==> src/rtl/cla_pkg.sv <==
// Shared definitions for the nibble-serial carry-lookahead adder.
// Used by cla_seq_adder; the CLA_SEQ_OVF_EN build option lives in the top.
package cla_pkg;

  localparam int unsigned NIB_W = 4;

  typedef enum logic [1:0] {
    StIdle = 2'd0,
    StRun  = 2'd1,
    StDone = 2'd2
  } cla_seq_st_e;

  function automatic int unsigned nib_cnt(input int unsigned width);
    return width / NIB_W;
  endfunction

endpackage

==> src/rtl/cla.sv <==
// Existing 4-bit carry-lookahead adder; purely combinational.
module cla (
  input  logic [3:0] a,
  input  logic [3:0] b,
  input  logic       cin,
  output logic [3:0] sum,
  output logic       cout
);

  logic [3:0] p;
  logic [3:0] g;
  logic [3:0] c;

  always_comb begin
    p    = a ^ b;
    g    = a & b;
    c[0] = cin;
    c[1] = g[0] | (p[0] & cin);
    c[2] = g[1] | (p[1] & g[0]) | (p[1] & p[0] & cin);
    c[3] = g[2] | (p[2] & g[1]) | (p[2] & p[1] & g[0]) | (p[2] & p[1] & p[0] & cin);
    cout = g[3] | (p[3] & g[2]) | (p[3] & p[2] & g[1]) | (p[3] & p[2] & p[1] & g[0])
         | (p[3] & p[2] & p[1] & p[0] & cin);
    sum  = p ^ c;
  end

endmodule

==> src/rtl/cla_seq_adder.sv <==
// WIDTH-bit adder that runs one nibble per clock through a single shared 4-bit CLA.
// Define CLA_SEQ_OVF_EN to add the registered signed-overflow output ovf.
module cla_seq_adder
  import cla_pkg::*;
#(
  parameter int unsigned WIDTH = 16
) (
  input  logic             sys_clk,
  input  logic             sys_rst_n,
  input  logic             in_valid,
  output logic             in_ready,
  input  logic [WIDTH-1:0] a,
  input  logic [WIDTH-1:0] b,
  input  logic             cin,
  output logic             out_valid,
  input  logic             out_ready,
  output logic [WIDTH-1:0] sum,
  output logic             cout
`ifdef CLA_SEQ_OVF_EN
  ,
  output logic             ovf
`endif
);

  localparam int unsigned N    = nib_cnt(WIDTH);
  localparam int unsigned CntW = (N > 1) ? $clog2(N) : 1;

  cla_seq_st_e      state_q, state_d;
  logic [WIDTH-1:0] a_sh_q, a_sh_d;
  logic [WIDTH-1:0] b_sh_q, b_sh_d;
  logic [WIDTH-1:0] sum_sh_q, sum_sh_d;
  logic             carry_q, carry_d;
  logic [CntW-1:0]  cnt_q, cnt_d;

  logic [3:0] cla_sum;
  logic       cla_cout;
  logic       last_step;

  cla cla_inst (
    .a    (a_sh_q[3:0]),
    .b    (b_sh_q[3:0]),
    .cin  (carry_q),
    .sum  (cla_sum),
    .cout (cla_cout)
  );

  assign last_step = (cnt_q == CntW'(N - 1));

  always_comb begin
    state_d  = state_q;
    a_sh_d   = a_sh_q;
    b_sh_d   = b_sh_q;
    sum_sh_d = sum_sh_q;
    carry_d  = carry_q;
    cnt_d    = cnt_q;
    unique case (state_q)
      StIdle: begin
        if (in_valid) begin
          a_sh_d  = a;
          b_sh_d  = b;
          carry_d = cin;
          cnt_d   = '0;
          state_d = StRun;
        end
      end
      StRun: begin
        // New nibble enters at the top so the first one lands at bit 0 after N steps.
        sum_sh_d = {cla_sum, sum_sh_q[WIDTH-1:4]};
        a_sh_d   = {4'b0, a_sh_q[WIDTH-1:4]};
        b_sh_d   = {4'b0, b_sh_q[WIDTH-1:4]};
        carry_d  = cla_cout;
        cnt_d    = cnt_q + 1'b1;
        if (last_step) begin
          state_d = StDone;
        end
      end
      StDone: begin
        if (out_ready) begin
          state_d = StIdle;
        end
      end
      default: state_d = StIdle;
    endcase
  end

  always_ff @(posedge sys_clk or negedge sys_rst_n) begin
    if (!sys_rst_n) begin
      state_q  <= StIdle;
      a_sh_q   <= '0;
      b_sh_q   <= '0;
      sum_sh_q <= '0;
      carry_q  <= 1'b0;
      cnt_q    <= '0;
    end else begin
      state_q  <= state_d;
      a_sh_q   <= a_sh_d;
      b_sh_q   <= b_sh_d;
      sum_sh_q <= sum_sh_d;
      carry_q  <= carry_d;
      cnt_q    <= cnt_d;
    end
  end

`ifdef CLA_SEQ_OVF_EN
  logic ovf_q, ovf_d;

  // Overflow is MSB carry-out XOR MSB carry-in; the carry-in is recovered from the sum bit.
  always_comb begin
    ovf_d = ovf_q;
    if (state_q == StRun && last_step) begin
      ovf_d = cla_cout ^ (cla_sum[3] ^ a_sh_q[3] ^ b_sh_q[3]);
    end
  end

  always_ff @(posedge sys_clk or negedge sys_rst_n) begin
    if (!sys_rst_n) begin
      ovf_q <= 1'b0;
    end else begin
      ovf_q <= ovf_d;
    end
  end

  assign ovf = ovf_q;
`endif

  assign in_ready  = (state_q == StIdle);
  assign out_valid = (state_q == StDone);
  assign sum       = sum_sh_q;
  assign cout      = carry_q;

endmodule

==> config.mk <==
export PLATFORM = sky130hd
export DESIGN_NAME = cla_seq_adder
export DESIGN_NICKNAME = d
export VERILOG_FILES = /design/src/rtl/cla_pkg.sv /design/src/rtl/cla.sv /design/src/rtl/cla_seq_adder.sv
export SDC_FILE = /design/constraint.sdc
export NUM_CORES = 1
export LEC_CHECK = 0
export BUFFER_PORTS_ARGS = -buffer_cell sky130_fd_sc_hd__buf_4
export CAP_MARGIN = 0
export CORE_MARGIN = 10
export CORE_UTILIZATION = 40
export CTS_CLUSTER_SIZE = 24
export DETAILED_ROUTE_END_ITERATION = 8
export PLACE_DENSITY = 0.73
export SLEW_MARGIN = 10
export SYNTH_ARGS = -nofsm -noshare
export SYNTH_HDL_FRONTEND = slang
export SYNTH_SLANG_ARGS = --single-unit
==> constraint.sdc <==
create_clock -name sys_clk -period 2.05 [get_ports sys_clk]
set_input_delay 0.41 -clock sys_clk [delete_from_list [all_inputs] [get_ports sys_clk]]
set_output_delay 0.41 -clock sys_clk [all_outputs]
set_load 0.01 [all_outputs]
==> impl_metrics.tcl <==
set metrics [dict create \
    required_ps 1640 \
    dpl_cell_area_mm2 0.003030 \
    setup_viol 0 \
    numCtsBuffers 5 \
    track_usage_pct 12.27 \
    fillers 603 \
    cp_cell_sequence "buf_4 > nor2_1 > buf_4" \
    die-area_mm2 0.01014 \
    synth_cell_types 30 \
    power_density_mw_per_mm2 1472 \
    seq_area_mm2 0.001326 \
    timing.final.crit_share_pct 90.79 \
    start_kind "flip-flop" \
    synthesis.area_mm2 0.002605 \
    cap_violations 0 \
    cts_sinks 53 \
    power_mw 4.658 \
    status "complete, no violations" \
    routabilityCongestion 0.7585 \
    synthCells 274 \
    hold_violations 0 \
    antenna_cells 0 \
    max_slew_margin_pct 48.56 \
    clk_latency_ps 320 \
    tightest_slew_ps 770.0 \
    hp-class "in2async" \
    crit_type "reg2out" \
    wl_per_cell_um 15.29 \
    dr.pass1.iters 4 \
    fp.dieH_um 100.7 \
    initial_core_util_pct 41.02 \
    final_common_cell "buf_4" \
    yosysWarnings 0 \
    drtIter0Drc 109 \
    antenna_found_initial 0 \
    ys_seq_area_share_pct 50.91 \
    portBuffers 55 \
    grt_pass1_vias 2100 \
    crit_path_end_kind "output pin" \
    synth.avg_cell_area_um2 9.507 \
    io_pins 56 \
    row_count 29 \
    cts_hold_buf 0 \
    crit_fanout 13 \
    startpoint "state_q[1]" \
    drive_gt1_share_pct 22.84 \
    grt_remaining_overflow 0 \
    via_count 2106 \
    fin_setup_tns_ps 0 \
    clk_transition_reported_paths_ps 100 \
    path_common_cell "buf_4" \
    multi_input_area_mm2 0.001109 \
    die_x_um 100.7 \
    core_area_mm2 0.006350 \
    area_growth_pct 21.47 \
    fin_area_mm2 0.003164 \
    grt_max_degree 54 \
    fmax_mhz 537.3 \
    cts_htree_levels 2 \
    final_cell_mix "buf_4, nand2_1, dfrtp_1" \
    clockRootBuffer "clkbuf_8" \
    vdd_ir_drop_max_uv 711.6 \
    cp_slowest_cell "dfrtp_1" \
    min_period_ps 1861 \
    leakagePower_nw 1.512 \
    cts_tree "built" \
    slew_violations 0 \
    finClkSkew_ps 7.548 \
    cts_buffer_depth 2 \
    drt_wl_total_mm 6.130 \
    syn_nets 317 \
    timing.rr.start "state_q[1]" \
    critPathMaxStageDelay_ps 660 \
    drc_errors 0 \
    ant_nets 0 \
    cp_top_family "flip-flops" \
    yosys_register_bits 53 \
    dp_hpwl_mm 4.320 \
    path_buf_inv 2 \
    cts_resized 0 \
    post_cts_buffers 0 \
    viasPerCell 5.252 \
    rsz0062_at_grt "no" \
    arrival_ps 1450 \
    grt_pass1_wl_mm 10.30 \
    nNetsFinal 366 \
]
==> power breakdown <==
part | switching [mW] | leakage (nW) | internal (mW)
logic | 1.09 | 0.764 | 0.907
registers | 0.337 | 0.680 | 1.48
clock network | 0.356 | 0.0681 | 0.485
total | 1.78 | 1.51 | 2.88
==> registers in the layout (all words and copies together), names as in the netlist <==
signal	flops
a_sh_q	16
b_sh_q	16
cnt_q	2
cout	1
state_q	2
sum	16
==> layer usage <==
metal,wire [um],track usage [%],up-vias,share of wire [%]
met5,0,0,-,0
met4,51,2.609,0,0.83
met3,466,4.938,6,7.6
met2,2784,18.48,75,45
met1,2828,16.14,983,46
li1,-,-,1042,-
==> stage by stage <==
step,setup slack [ps],std cells,hold slack [ps],util (%)
6_report,188.7,401,111.2,49.83
5_1_grt,87.25,401,149.4,49.83
4_1_cts,184.0,401,145.5,49.83
3_5_place_dp,433.0,393,464.1,47.72
3_3_place_gp,471.8,393,459.1,47.72
2_1_floorplan,702.8,274,114.4,-
==> worst paths after layout <==
kind                         endpoint  slack (ps)  cells past startpoint
hold / removal                 sum[7]         110                      1
max in group asynchronous    cnt_q[1]        1470                      1
setup / recovery             in_ready         190                      3
setup reg to reg            b_sh_q[6]         440                      4
min in group sys_clk       a_sh_q[11]         350                      3
hold reg to reg                sum[2]         480                      2
==> cell type report <==
cell class / instances / share of cell area [%]
clock inverters: 3 / 2.056
clock buffers: 5 / 2.175
flip-flops and latches: 53 / 41.91
well taps: 77 / 3.045
inverters: 7 / 0.8304
repair buffers: 63 / 14.95
multi-input cells: 193 / 35.03
==> synth_stat cells, drive strengths merged <==
library cell / number / area, um^2
a31o: 1 / 8.760
nand2b: 1 / 8.760
buf: 17 / 128.9
nor2: 4 / 15.01
o2bb2ai: 1 / 8.760
nor2b: 25 / 171.4
a2bb2oi: 2 / 17.52
o21ai: 38 / 190.2
ha: 5 / 62.56
dfrtp: 53 / 1326
o21bai: 1 / 7.510
inv: 7 / 26.28
a21o: 2 / 15.01
a222oi: 1 / 10.01
and3: 1 / 6.260
clkbuf: 4 / 15.01
a22o: 2 / 17.52
xor2: 1 / 8.760
fa: 1 / 20.02
a211oi: 2 / 15.01
nand2: 55 / 206.5
a31oi: 1 / 6.260
a32o: 1 / 10.01
a22oi: 24 / 180.2
and2: 2 / 12.51
a21oi: 22 / 110.1
==> logic make-up after synthesis <==
family	Yosys count	synth area share, %
adder cells (fa/ha/maj)	6	3.170
AO/OA/AOI/OAI	98	22.91
buffers and inverters	28	6.532
AND/OR/NAND/NOR	88	16.14
XOR/XNOR	1	0.3363
flip-flops	53	50.91
==> worst reg2reg max path, delay by kind of cell, from the launching register on <==
family          cells  cell delay (ps)
compound gates      2              480
buf+inv             1              280
flops               1              660
simple gates        1              120
No activity file was read; power rests on OpenSTA's default activity.
